<file path="src/rtl/usb_tx_pkg.sv">
// usb_tx_pkg: shared types, constants and CRC5 helper for the USB TX packet builder.
package usb_tx_pkg;
    typedef enum logic [1:0] {PT_HANDSHAKE, PT_TOKEN, PT_DATA, PT_RESERVED} pkt_type_t;
    typedef enum logic [3:0] {
        S_IDLE, S_SYNC, S_PID, S_TOK0, S_TOK1, S_DATA, S_CRC_LO, S_CRC_HI, S_DONE
    } state_t;

    localparam logic [7:0]  SYNC_BYTE  = 8'h80;
    localparam logic [4:0]  CRC5_POLY  = 5'h05;
    localparam logic [4:0]  CRC5_INIT  = 5'h1F;
    localparam logic [15:0] CRC16_POLY = 16'hA001;
    localparam logic [15:0] CRC16_INIT = 16'hFFFF;

    // Token CRC over {endp, addr}, LSB first, complemented on the way out.
    function automatic logic [4:0] crc5(input logic [10:0] d);
        logic [4:0] c;
        c = CRC5_INIT;
        for (int i = 0; i < 11; i++)
            c = (c[4] ^ d[i]) ? {c[3:0], 1'b0} ^ CRC5_POLY : {c[3:0], 1'b0};
        return ~c;
    endfunction
endpackage

</file>
<file path="src/rtl/usb_tx_packet_builder_crc16.sv">
// usb_crc16_byte: combinational CRC16 (reflected 0xA001) update over one byte, LSB first.
module usb_crc16_byte
    import usb_tx_pkg::*;
(
    input  logic [15:0] crc_in,
    input  logic [7:0]  byte_in,
    output logic [15:0] crc_out
);
    logic [15:0] c;

    always_comb begin
        c = crc_in ^ {8'h00, byte_in};
        for (int i = 0; i < 8; i++)
            c = c[0] ? (c >> 1) ^ CRC16_POLY : c >> 1;
    end

    assign crc_out = c;
endmodule

</file>
<file path="src/rtl/usb_tx_packet_builder.sv">
// usb_tx_packet_builder: assembles SYNC/PID/token-or-payload/CRC into a flat byte vector.
module usb_tx_packet_builder
    import usb_tx_pkg::*;
#(
    parameter int MAX_DATA_BYTES = 64,
    parameter int PKT_W          = 8*(MAX_DATA_BYTES+4),
    parameter int CNT_W          = $clog2(MAX_DATA_BYTES+5)
) (
    input  logic             clk,
    input  logic             rst,
    input  logic             start,
    input  logic [1:0]       pkt_type,
    input  logic [3:0]       pid,
    input  logic [10:0]      token_field,
    input  logic [CNT_W-1:0] data_count,
    output logic             buf_req,
    input  logic [7:0]       buf_data,
    input  logic             buf_empty,
    output logic [PKT_W-1:0] packet,
    output logic [CNT_W-1:0] packet_bytes,
    output logic             busy,
    output logic             done,
    output logic             err
);
    localparam logic [CNT_W-1:0] MAX_CNT = CNT_W'(MAX_DATA_BYTES);

    state_t           state;
    pkt_type_t        cmd_type;
    logic [3:0]       cmd_pid;
    logic [10:0]      cmd_tok;
    logic [CNT_W-1:0] cmd_cnt, req_cnt, wr_cnt;
    logic [15:0]      crc, crc_next;
    logic             rd_valid, abort, wr_en;
    logic [7:0]       wr_byte;

    usb_crc16_byte u_crc (.crc_in(crc), .byte_in(buf_data), .crc_out(crc_next));

    assign busy    = state != S_IDLE;
    assign buf_req = state == S_DATA && req_cnt < cmd_cnt && !buf_empty;
    assign abort   = state == S_DATA && req_cnt < cmd_cnt && buf_empty;

    always_comb begin
        wr_en   = 1'b1;
        wr_byte = 8'h00;
        case (state)
            S_PID:    wr_byte = {~cmd_pid, cmd_pid};
            S_TOK0:   wr_byte = cmd_tok[7:0];
            S_TOK1:   wr_byte = {crc5(cmd_tok), cmd_tok[10:8]};
            S_DATA: begin
                wr_byte = buf_data;
                wr_en   = rd_valid && !abort;
            end
            S_CRC_LO: wr_byte = ~crc[7:0];
            S_CRC_HI: wr_byte = ~crc[15:8];
            default:  wr_en = 1'b0;
        endcase
    end

    always_ff @(posedge clk) begin
        if (rst) begin
            state        <= S_IDLE;
            packet       <= '0;
            packet_bytes <= '0;
            done         <= 1'b0;
            err          <= 1'b0;
            rd_valid     <= 1'b0;
            req_cnt      <= '0;
            wr_cnt       <= '0;
            crc          <= CRC16_INIT;
            cmd_type     <= PT_HANDSHAKE;
            cmd_pid      <= '0;
            cmd_tok      <= '0;
            cmd_cnt      <= '0;
        end else begin
            done     <= 1'b0;
            err      <= 1'b0;
            rd_valid <= buf_req;
            if (wr_en) begin
                packet[{packet_bytes, 3'b000} +: 8] <= wr_byte;
                packet_bytes <= packet_bytes + 1'b1;
            end
            case (state)
                S_IDLE: if (start) begin
                    if (pkt_type == PT_RESERVED || (pkt_type == PT_DATA && data_count > MAX_CNT)) begin
                        err <= 1'b1;
                    end else begin
                        cmd_type <= pkt_type_t'(pkt_type);
                        cmd_pid  <= pid;
                        cmd_tok  <= token_field;
                        cmd_cnt  <= data_count;
                        state    <= S_SYNC;
                    end
                end
                S_SYNC: begin
                    packet       <= {{(PKT_W-8){1'b0}}, SYNC_BYTE};
                    packet_bytes <= CNT_W'(1);
                    crc          <= CRC16_INIT;
                    req_cnt      <= '0;
                    wr_cnt       <= '0;
                    state        <= S_PID;
                end
                S_PID: begin
                    done  <= cmd_type == PT_HANDSHAKE;
                    state <= cmd_type == PT_HANDSHAKE ? S_DONE :
                             cmd_type == PT_TOKEN     ? S_TOK0 :
                             cmd_cnt != '0            ? S_DATA : S_CRC_LO;
                end
                S_TOK0: state <= S_TOK1;
                S_TOK1: begin
                    done  <= 1'b1;
                    state <= S_DONE;
                end
                S_DATA: if (abort) begin
                    err   <= 1'b1;
                    state <= S_IDLE;
                end else begin
                    if (buf_req) req_cnt <= req_cnt + 1'b1;
                    // buf_data belongs to the request issued last cycle
                    if (rd_valid) begin
                        crc    <= crc_next;
                        wr_cnt <= wr_cnt + 1'b1;
                        if (wr_cnt + 1'b1 == cmd_cnt) state <= S_CRC_LO;
                    end
                end
                S_CRC_LO: state <= S_CRC_HI;
                S_CRC_HI: begin
                    done  <= 1'b1;
                    state <= S_DONE;
                end
                default: state <= S_IDLE;
            endcase
        end
    end
endmodule

</file>
<file path="config.mk">
export PLATFORM = sky130hd
export DESIGN_NAME = usb_tx_packet_builder
export DESIGN_NICKNAME = d
export VERILOG_FILES = /design/src/rtl/usb_tx_pkg.sv /design/src/rtl/usb_tx_packet_builder_crc16.sv /design/src/rtl/usb_tx_packet_builder.sv
export SDC_FILE = /design/constraint.sdc
export NUM_CORES = 1
export LEC_CHECK = 0
export ABC_AREA = 1
export BUFFER_PORTS_ARGS = -buffer_cell sky130_fd_sc_hd__buf_2
export CAP_MARGIN = 0
export CORE_ASPECT_RATIO = 1.1
export CORE_MARGIN = 4
export CORE_UTILIZATION = 42
export DETAILED_ROUTE_END_ITERATION = 10
export PLACE_DENSITY_LB_ADDON = 0.08
export SYNTH_ARGS = -nofsm -noshare
export SYNTH_HDL_FRONTEND = slang
export SYNTH_SLANG_ARGS = --single-unit
</file>
<file path="constraint.sdc">
create_clock -name clk -period 2.96 [get_ports clk]
set_input_delay 0.148 -clock clk [delete_from_list [all_inputs] [get_ports clk]]
set_output_delay 0.148 -clock clk [all_outputs]
set_load 0.02 [all_outputs]
</file>
# After elaboration in Yosys (flattened, before gate mapping)
# Index checks and enable logic that the tools add are counted.
dict set report word_totals {
  out_inout_bits 555
  register_bits 612
}
dict set report op_classes {
  muxes 49
  n_bitwise 34
  eq_ne 18
  shift 2
  n_addsub 4
  n_reduce_logical 21
  order_cmp 2
}
# op n
set ops {}
lappend ops {{544-bit bitwise mux} 1}
lappend ops {{8-bit by 12-bit variable shift with 544-bit output, first input constant} 1}
lappend ops {{8-bit by 12-bit indexed part select with 544-bit output} 1}
lappend ops {{16-bit two-way mux} 10}
lappend ops {{8-bit case mux with 6 select lines} 1}
lappend ops {{3-bit two-way mux} 12}
lappend ops {{16-bit case mux with 2 select lines} 1}
lappend ops {{7-bit two-way mux} 4}
lappend ops {{4-bit case mux with 7 select lines} 1}
lappend ops {{7-bit case mux with 2 select lines} 2}
lappend ops {{4-bit two-way mux} 6}
lappend ops {{2-bit NOT with 3-bit output} 8}
lappend ops {{7-bit by 1-bit adder with 7-bit output, second input constant} 3}
lappend ops {{2-bit NOT} 10}
lappend ops {{4-bit by 3-bit equality test with 1-bit output, second input constant} 4}
lappend ops {{8-bit two-way mux} 2}
lappend ops {{8-bit NOT} 2}
lappend ops {{16-bit by 8-bit bitwise XOR with 16-bit output} 1}
lappend ops {{10-bit negator with 12-bit output} 1}
lappend ops {{2-bit != test, second input constant} 5}
lappend ops {{3-bit AND reduction} 3}
lappend ops {{4-bit by 2-bit equality test with 1-bit output, second input constant} 2}
lappend ops {{1-bit bitwise XOR} 8}
lappend ops {{7-bit equality test} 1}
lappend ops {{other kinds (25)} 40}

# Longest topological paths before layout
# Gate-level depths: netlist of the first run.
dict set report logic_depth {
  word_depth 27
  ltp_mapped 17
  ltp_nobuf 17
}

# Modules after synthesis
# From an unflattened synthesis of the first run, not the netlist that was laid out.
dict set report hier_totals {
  cells_unflattened 3246
  hier_area_um2 24994.0
}
# mod area_per_inst_um2 instances cells_each
set modules_own_cells {}
lappend modules_own_cells {usb_tx_packet_builder 24501.0 1 3176}
lappend modules_own_cells {usb_crc16_byte 493.0 1 70}

# Least setup slack after synthesis of the first run
# Ideal clock, no wire load.
dict set report synth_timing {
  path_kind {register -> register}
  start {reg packet_bytes[1]}
  end {reg packet[151]}
  path_buffers 1
  setup_slack_ns 0.455
  required_time_ns 2.844
  setup_ns 0.116
  stages_incl_launch_ff 14
  arrival_time_ns 2.390
  path_cell_list {dfxtp_1 > inv_1 > ha_1 > xnor2_1 > inv_1 > buf_2 > nor2_1 > inv_1 > nor2_1 > nand2_1 > nor2_2 > inv_2 > o21ai_0 > nor2_1}
}
dict set report synth_via {
  elab_chain_cells 3
  word_cells_on_any_way 4
  classes_between {1 x add/sub; 2 x shift; 1 x mux}
}
# element line
set synth_lines {}
lappend synth_lines {{start, declared} usb_tx_packet_builder.sv:20} ;# output logic [CNT_W-1:0] packet_bytes,
lappend synth_lines {{start signal, assigned} usb_tx_packet_builder.sv:80} ;# packet_bytes <= packet_bytes + 1'b1;
lappend synth_lines {{10-bit negator with 12-bit output *} usb_tx_packet_builder.sv:79} ;# packet[{packet_bytes, 3'b000} +: 8] <= wr_byte;
lappend synth_lines {{8-bit by 12-bit indexed part select with 544-bit output or 8-bit by 12-bit variable shift with 544-bit output (tied branches)} usb_tx_packet_builder.sv:79}
lappend synth_lines {{544-bit bitwise mux *} usb_tx_packet_builder.sv:79}
lappend synth_lines {{end signal, assigned by index} usb_tx_packet_builder.sv:79}
lappend synth_lines {{end signal, assigned} usb_tx_packet_builder.sv:95} ;# packet <= {{(PKT_W-8){1'b0}}, SYNC_BYTE};
lappend synth_lines {{end, declared} usb_tx_packet_builder.sv:19} ;# output logic [PKT_W-1:0] packet,
# Every way passes the cells marked *; elsewhere a longest branch is shown, timed or not.
# A chain may end at the register's enable or synchronous reset.

# Worst setup path after layout of the first run
dict set report layout_timing {
  start {reg packet_bytes[1]}
  end {reg packet[426]}
}
# The elaborated chain is that of the path after synthesis.

==> results of run 1 <==
==> per-layer routing <==
layer  vias to the layer above  GRT usage, %  part of all wire [%]
met2                       912          50.9                    48
met4                         0          9.88                   3.5
met3                       173          6.35                   7.4
met5                         -             0                     0
li1                      11900             -                     -
met1                     11700          37.2                    41
==> logic make-up (layout without fill, tap and decap cells) <==
family	Yosys count	count (layout)
flip-flops	612	612
AO/OA/AOI/OAI	950	950
buffers and inverters	427	1118
XOR/XNOR	31	31
adder cells (fa/ha/maj)	13	13
AND/OR/NAND/NOR	1165	1165
==> how the worst min path moves through the flow <==
stage	start	end	slack (ns)	cells after the start
after global routing	buf_data[0]	crc[6]	0.09	5
after detailed placement	packet[402]	packet[402]	0.43	2
final	buf_data[0]	crc[6]	0.07	5
after floorplan	rst	crc[14]	0.25	2
after CTS	buf_data[0]	crc[6]	0.02	5
after global placement	packet[402]	packet[402]	0.43	2
==> final cells by class <==
| cell class | instances | area (µm²) | share of cell area (%) |
|---|---|---|---|
| tap | 752 | 941 | 2.99 |
| timing repair buffer | 744 | 4290 | 13.6 |
| clock inverter | 33 | 387 | 1.23 |
| timing repair inverter | 1 | 5.00 | 0.0159 |
| multi-input combinational | 2159 | 10800 | 34.3 |
| clock buffer | 87 | 1860 | 5.91 |
| inverter | 253 | 962 | 3.06 |
| sequential | 612 | 12300 | 38.9 |
==> repair_timing <==
item                       CTS  global route
setup endpoints to repair   11           269
hold buffers                28             0
resized for setup            3            51
pin swaps                    0             4
setup buffers                0            10
gates cloned                 0             1
hold endpoints to repair    30             0
==> synthesized netlist by cell type, types with 3 or more instances <==
cell      count  area share (%)
a21oi_1     435             8.8
a31oi_1       3           0.076
buf_1        19            0.29
buf_2        45            0.91
buf_4        18            0.55
buf_6         8            0.37
clkbuf_1     83             1.3
clkinv_1      6           0.091
dfxtp_1     612              50
ha_1         13            0.66
inv_1       231             3.5
inv_2        16            0.24
nand2_1     424             6.5
nand2_2       4            0.10
nand3_1     120             2.4
nand4_1      37            0.94
nor2_1      461             7.0
nor2_2       14            0.36
nor2_4       13            0.59
nor2_8        9            0.73
nor3_1       38            0.77
nor3_2        3            0.12
o211a_1      15            0.61
o211ai_1      6            0.18
o21a_1       57             1.7
o21ai_0     397             8.1
o21ai_1      24            0.49
o22ai_1       7            0.18
or2_2        31            0.79
xnor2_1      11            0.39
xor2_1       19            0.68
==> cells in the final DEF, fill, tap and decap left out, types with 5 or more instances in the layout <==
master | netlist | routed
buf_4 | 18 | 116
nor3_1 | 38 | 37
clkbuf_1 | 83 | 9
nand3_2 | 2 | 5
nor2_8 | 9 | 9
o21ai_0 | 397 | 396
bufinv_16 | 0 | 7
inv_1 | 231 | 227
o22ai_1 | 7 | 6
dfxtp_1 | 612 | 612
dlygate4sd3_1 | 0 | 28
o21ai_1 | 24 | 25
clkbuf_16 | 0 | 67
inv_2 | 16 | 17
nor2_4 | 13 | 25
buf_12 | 1 | 8
nand4_1 | 37 | 37
o211a_1 | 15 | 15
nand3_1 | 120 | 117
xnor2_1 | 11 | 10
nor2_1 | 461 | 435
clkinv_1 | 6 | 6
xor2_1 | 19 | 19
ha_1 | 13 | 13
nand2_2 | 4 | 9
nor2_2 | 14 | 28
inv_6 | 0 | 5
or2_2 | 31 | 31
nand2_1 | 424 | 417
clkbuf_8 | 0 | 11
o211ai_1 | 6 | 6
clkinv_2 | 0 | 17
a21oi_1 | 435 | 435
buf_2 | 45 | 590
o21a_1 | 57 | 57
==> state kept, by name (all words and copies together) (netlist names) <==
name          flops
cmd_tok          11
packet_bytes      7
req_cnt           7
packet          544
crc              16
rd_valid          1
done              1
err               1
cmd_pid           4
state             4
cmd_type          2
wr_cnt            7
cmd_cnt           7
==> power groups by stage <==
| stage | combinational [mW] | clock [mW] | sequential [mW] |
|---|---|---|---|
| 6_report | 1.85 | 8.57 | 8.41 |
| 4_1_cts | 1.82 | 8.71 | 8.41 |
| 2_1_floorplan | 1.15 | 0 | 8.57 |
| 3_5_place_dp | 1.78 | 0 | 8.59 |
| 3_3_place_gp | 1.76 | 0 | 8.59 |
| 5_1_grt | 2.04 | 9.04 | 8.42 |
==> worst max-delay path: stages, from the launching register on <==
cell      delay (ns)
dfxtp_1         0.31
inv_1           0.14
ha_1            0.25
nand3_2         0.17
inv_2           0.10
nand3_2         0.11
nand2_4         0.13
nor2_8          0.04
buf_4           0.22
nand2_1         0.23
clkinv_1        0.54
nand2_1         0.23
nand2_1         0.07
o21ai_0         0.07
nor2_1          0.05
==> per-stage QoR <==
stage	instances	hold WS [ns]	total power [mW]
finish	4641	0.0745	18.8
global placement	4482	0.433	10.4
floorplan	3198	0.248	9.73
CTS	4630	0.0154	18.9
detailed placement	4482	0.431	10.4
global route	4641	0.0918	19.5
==> flow_metrics.py, run 1 <==
metrics = {
    "synthesis": {
        "yosys.area_share.simple_pct": 20.8,
        "synth_compound_area_share_pct": 20.4,
        "synth_top_family_by_area": "simple AND/OR/NAND/NOR gates",
        "synth_mux_area_share_pct": 0,
        "syn_nets": 3247,
        "synthArstFlopShare_pct": 0,
        "synthDistinctLibCells": 45,
        "syn_inst": 3198,
        "synth_fa_ha_area_share_pct": 0.660,
        "synth_edf_count": 0,
        "syn_area_um2": 24600,
        "synth_xor_area_share_pct": 1.13,
        "synth-seq-area-share_pct": 49.7,
        "syn-mean-instance-area_um2": 7.70,
        "ys_warn_count": 0,
        "synth-seq-cells": 612,
        "synthFlopType": "dfxtp_1",
    },
    "grt": {
        "grt_pass1_wl_um": 144000,
        "first_global_vias": 23100,
        "track_usage_pct": 29.6,
        "antenna_found_initial": 0,
        "grt_max_degree": 141,
        "grt_overflow": 0,
    },
    "power": {
        "clkPwrFrac_pct": 45.5,
        "ir_drop_mv": 0.450,
        "internal_power_mw": 13.9,
        "seq_power_share_pct": 44.6,
        "p_switching_mw": 4.93,
        "p_sw_share_pct": 26.2,
        "leakage_nw": 14.4,
        "power.density_nw_per_um2": 598,
        "comb_power_share_pct": 9.8,
    },
    "timing": {
        "setup_tns_ns": 0,
        "drv_slew": 0,
        "fmax_mhz": 354,
        "relSlewSlack_pct": 30.3,
        "fin_ws_ns": 0.138,
        "period_share_pct": 95.4,
        "rsz0062_at_grt": "yes",
        "fin_crit_ns": 2.82,
        "tightest_slew_ns": 1.04,
        "clock_skew_ns": 0.0268,
        "setup_viol": 0,
        "hold_violations": 0,
    },
    "outcome": {
        "outcome": "finished clean",
    },
    "finish": {
        "area_delta_synth_final_pct": 27.8,
        "n_antenna_cell": 0,
        "drive_gt1_share_pct": 24.9,
        "finalInstanceArea_um2": 31500,
        "final_util_pct": 54.6,
        "nets": 3886,
        "fillers": 5551,
    },
    "detailed_routing": {
        "totalWireLength_um": 98600,
        "num_vias": 24600,
        "drc": 0,
        "dr.pass1.iters": 6,
        "drtIter0Drc": 1790,
        "avgRoutedWirePerCell_um": 21.2,
        "ant_nets": 0,
        "viasPerCell": 5.31,
    },
    "clock_network": {
        "cts_tree": "built",
        "clock_latency_ns": 0.61,
        "cts_made_buffers": 66,
        "cts_sinks": 612,
        "clock_path_buffers": 3,
        "clock_tree.root_cell": "clkbuf_16",
        "cts.clk_slew.worst_paths_ns": 0.06,
        "cts_max_level": 3,
    },
    "place": {
        "dpl.hpwl_um": 73700,
        "pre_cts_slack_ns": -0.0469,
        "place.gp.congestion": 0.895,
        "dpl_cell_area_um2": 28700,
        "place.port_buffers": 590,
    },
    "die": {
        "dieWidth_um": 239,
        "start_util_pct": 42.7,
        "core_area_um2": 57700,
        "ioPinCount": 591,
        "rows": 92,
        "die_area_um2": 62600,
        "die_h_um": 262,
    },
    "worst_setup_path": {
        "worstSetupPathType": "register to register",
        "cp-end-kind": "register",
        "crit_path_start": "packet_bytes[1]",
        "reg2reg_slack_ns": 0.14,
        "r2r_cells": 14,
        "start_kind": "register",
        "reg2reg_from": "packet_bytes[1]",
        "required_ns": 3.42,
        "r2r-end": "packet[426]",
        "timing.critical_path.to": "packet[426]",
        "crit_fanout": 17,
        "arrival_ns": 3.29,
    },
    "flow_run": {
        "drv_cap": 0,
    },
    "min_path": {
        "hold_path.class": "primary input to register",
    },
}
Note: power is estimated with default switching activity, not from simulation.
==> inputs of run 2 (changes only) <==
CTS_BUF_LIST = sky130_fd_sc_hd__clkbuf_8   (was unset)
==> flow_metrics.py, run 2 (same netlist as run 1, synthesis figures left out) <==
metrics = {
    "outcome": {
        "outcome": "finished clean",
    },
    "power": {
        "leakage_nw": 14.7,
        "power_mw": 18.1,
        "ir_drop_mv": 0.391,
        "power.density_nw_per_um2": 570,
    },
    "worst_setup_path": {
        "reg2reg_slack_ns": 0.11,
        "reg2reg_from": "state[2]",
        "timing.critical_path.mode_cell": "nand2_1",
        "r2r_cells": 11,
        "crit_path_start": "state[2]",
        "start_kind": "register",
        "crit_slowest_cell": "nor2_1",
        "crit_fanout": 10,
        "required_ns": 3.62,
        "r2r-end": "packet[155]",
        "cp_slowest_stage_delay_ns": 0.62,
        "crit_chain": "inv_1 -> nor2_2 -> nand2_1 -> o22ai_1 -> nor3_1 -> nand2_1 -> nand4_1 -> nor2_1 -> nand2_1 -> nand2_1 -> o211a_1",
        "cp-end-kind": "register",
        "worstSetupPathType": "register to register",
        "arrival_ns": 3.50,
    },
    "timing": {
        "tightest_slew_ns": 1.08,
        "rsz0062_at_grt": "yes",
        "hold_violations": 0,
        "period_share_pct": 96.2,
        "fin_crit_ns": 2.85,
        "relSlewSlack_pct": 28.1,
        "clock_skew_ns": 0.0331,
        "holdWs_ns": 0.0532,
        "setup_viol": 0,
        "drv_slew": 0,
        "fmax_mhz": 351,
    },
    "finish": {
        "largestRegisters": "packet x544, crc x16, cmd_tok x11",
        "drive_gt1_share_pct": 26.1,
        "area_delta_synth_final_pct": 28.6,
        "nets": 3949,
        "largest_reg_flops": 544,
        "final_common_cell": "dfxtp_1",
        "fillers": 5593,
        "regMostFlops": "packet",
        "final_cell_mix": "612 x dfxtp_1, 590 x buf_2, 435 x a21oi_1",
    },
    "detailed_routing": {
        "viasPerCell": 5.30,
        "ant_nets": 0,
        "totalWireLength_um": 99300,
        "num_vias": 25100,
        "drtIter0Drc": 1773,
        "drc": 0,
        "avgRoutedWirePerCell_um": 21.0,
        "dr.pass1.iters": 6,
    },
    "die": {
        "dieWidth_um": 239,
        "ioPinCount": 591,
        "core_area_um2": 57700,
        "die_h_um": 262,
        "rows": 92,
        "die_area_um2": 62600,
        "start_util_pct": 42.7,
    },
    "min_path": {
        "hold_path.class": "primary input to register",
        "hold_path_depth": 6,
        "hold_start": "buf_data[3]",
        "timing.hold.worst_endpoint": "crc[9]",
    },
    "clock_network": {
        "clock_path_buffers": 3,
        "cts_made_buffers": 100,
        "cts_max_level": 3,
        "cts_tree": "built",
        "cts_sinks": 612,
        "clock_tree.root_cell": "clkbuf_8",
        "cts.clk_slew.worst_paths_ns": 0.07,
        "clock_latency_ns": 0.71,
    },
    "place": {
        "dpl.hpwl_um": 73700,
        "place.port_buffers": 590,
        "place.gp.congestion": 0.895,
    },
    "grt": {
        "track_usage_pct": 29.7,
        "grt_pass1_wl_um": 144000,
        "grt_max_degree": 141,
        "grt_overflow": 0,
        "first_global_vias": 23400,
        "antenna_found_initial": 1,
    },
    "flow_run": {
        "drv_cap": 0,
    },
}
run 2: critical path: cells and delay by family, from the launching register on:
| family | cells | cell delay [ns] |
|---|---|---|
| and+or+nand+nor | 8 | 1.90 |
| AOI/OAI and AO/OA | 2 | 0.42 |
| buffers and inverters | 1 | 0.09 |
| DFF | 1 | 0.39 |
run 2: routing by layer:
layer | global-route usage (%) | routed length (µm)
met3 | 6.12 | 7180
met4 | 11.0 | 3470
met5 | 0 | 0
met1 | 37.1 | 40400
met2 | 50.9 | 48200
run 2: timing repair:
item,CTS,global route
hold buffers,45,0
cloned,0,1
setup buffers,0,22
setup endpoints to repair,16,265
pin swaps,0,8
gates resized for setup,4,63
hold endpoints to repair,39,0
run 2: area by class of cell:
type / instances / area [µm²] / share of cell area, %
Sequential cell: 612 / 12300 / 38.7
Tap cell: 752 / 941 / 2.97
Multi-Input combinational cell: 2159 / 10800 / 34.2
Timing Repair inverter: 1 / 5.00 / 0.0158
Inverter: 253 / 970 / 3.06
Timing Repair Buffer: 773 / 4550 / 14.4
Antenna cell: 1 / 2.50 / 0.00790
Clock buffer: 130 / 1790 / 5.65
Clock inverter: 50 / 330 / 1.04
run 2: how the worst max path moves through the flow:
stage | to | slack (ns) | cells after the start
finish | packet[155] | 0.11 | 11
global route | packet[127] | -0.07 | 14
CTS | packet[364] | 0.005 | 12
detailed placement | packet[70] | -0.05 | 13
global placement | packet[147] | -0.03 | 10
floorplan | packet[151] | 0.45 | 13
run 2: through the flow:
step / utilization [%] / cell area (µm²) / instances / setup WS, ns / setup TNS [ns]
after CTS: 54.2 / 31200 / 4707 / 0.00537 / 0
after detailed placement: 49.7 / 28700 / 4482 / -0.0469 / -0.123
after global routing: 54.9 / 31700 / 4731 / -0.0738 / -0.426
final: 54.9 / 31700 / 4731 / 0.113 / 0
after global placement: 49.7 / 28700 / 4482 / -0.0323 / -0.0401
after floorplan: - / 24600 / 3198 / 0.455 / 0
run 2: where the power goes:
group	switching, mW	total (mW)	internal, mW
clock network	3.55	7.76	4.22
registers	0.0884	8.41	8.32
logic	1.36	1.88	0.527
total	4.99	18.1	13.1
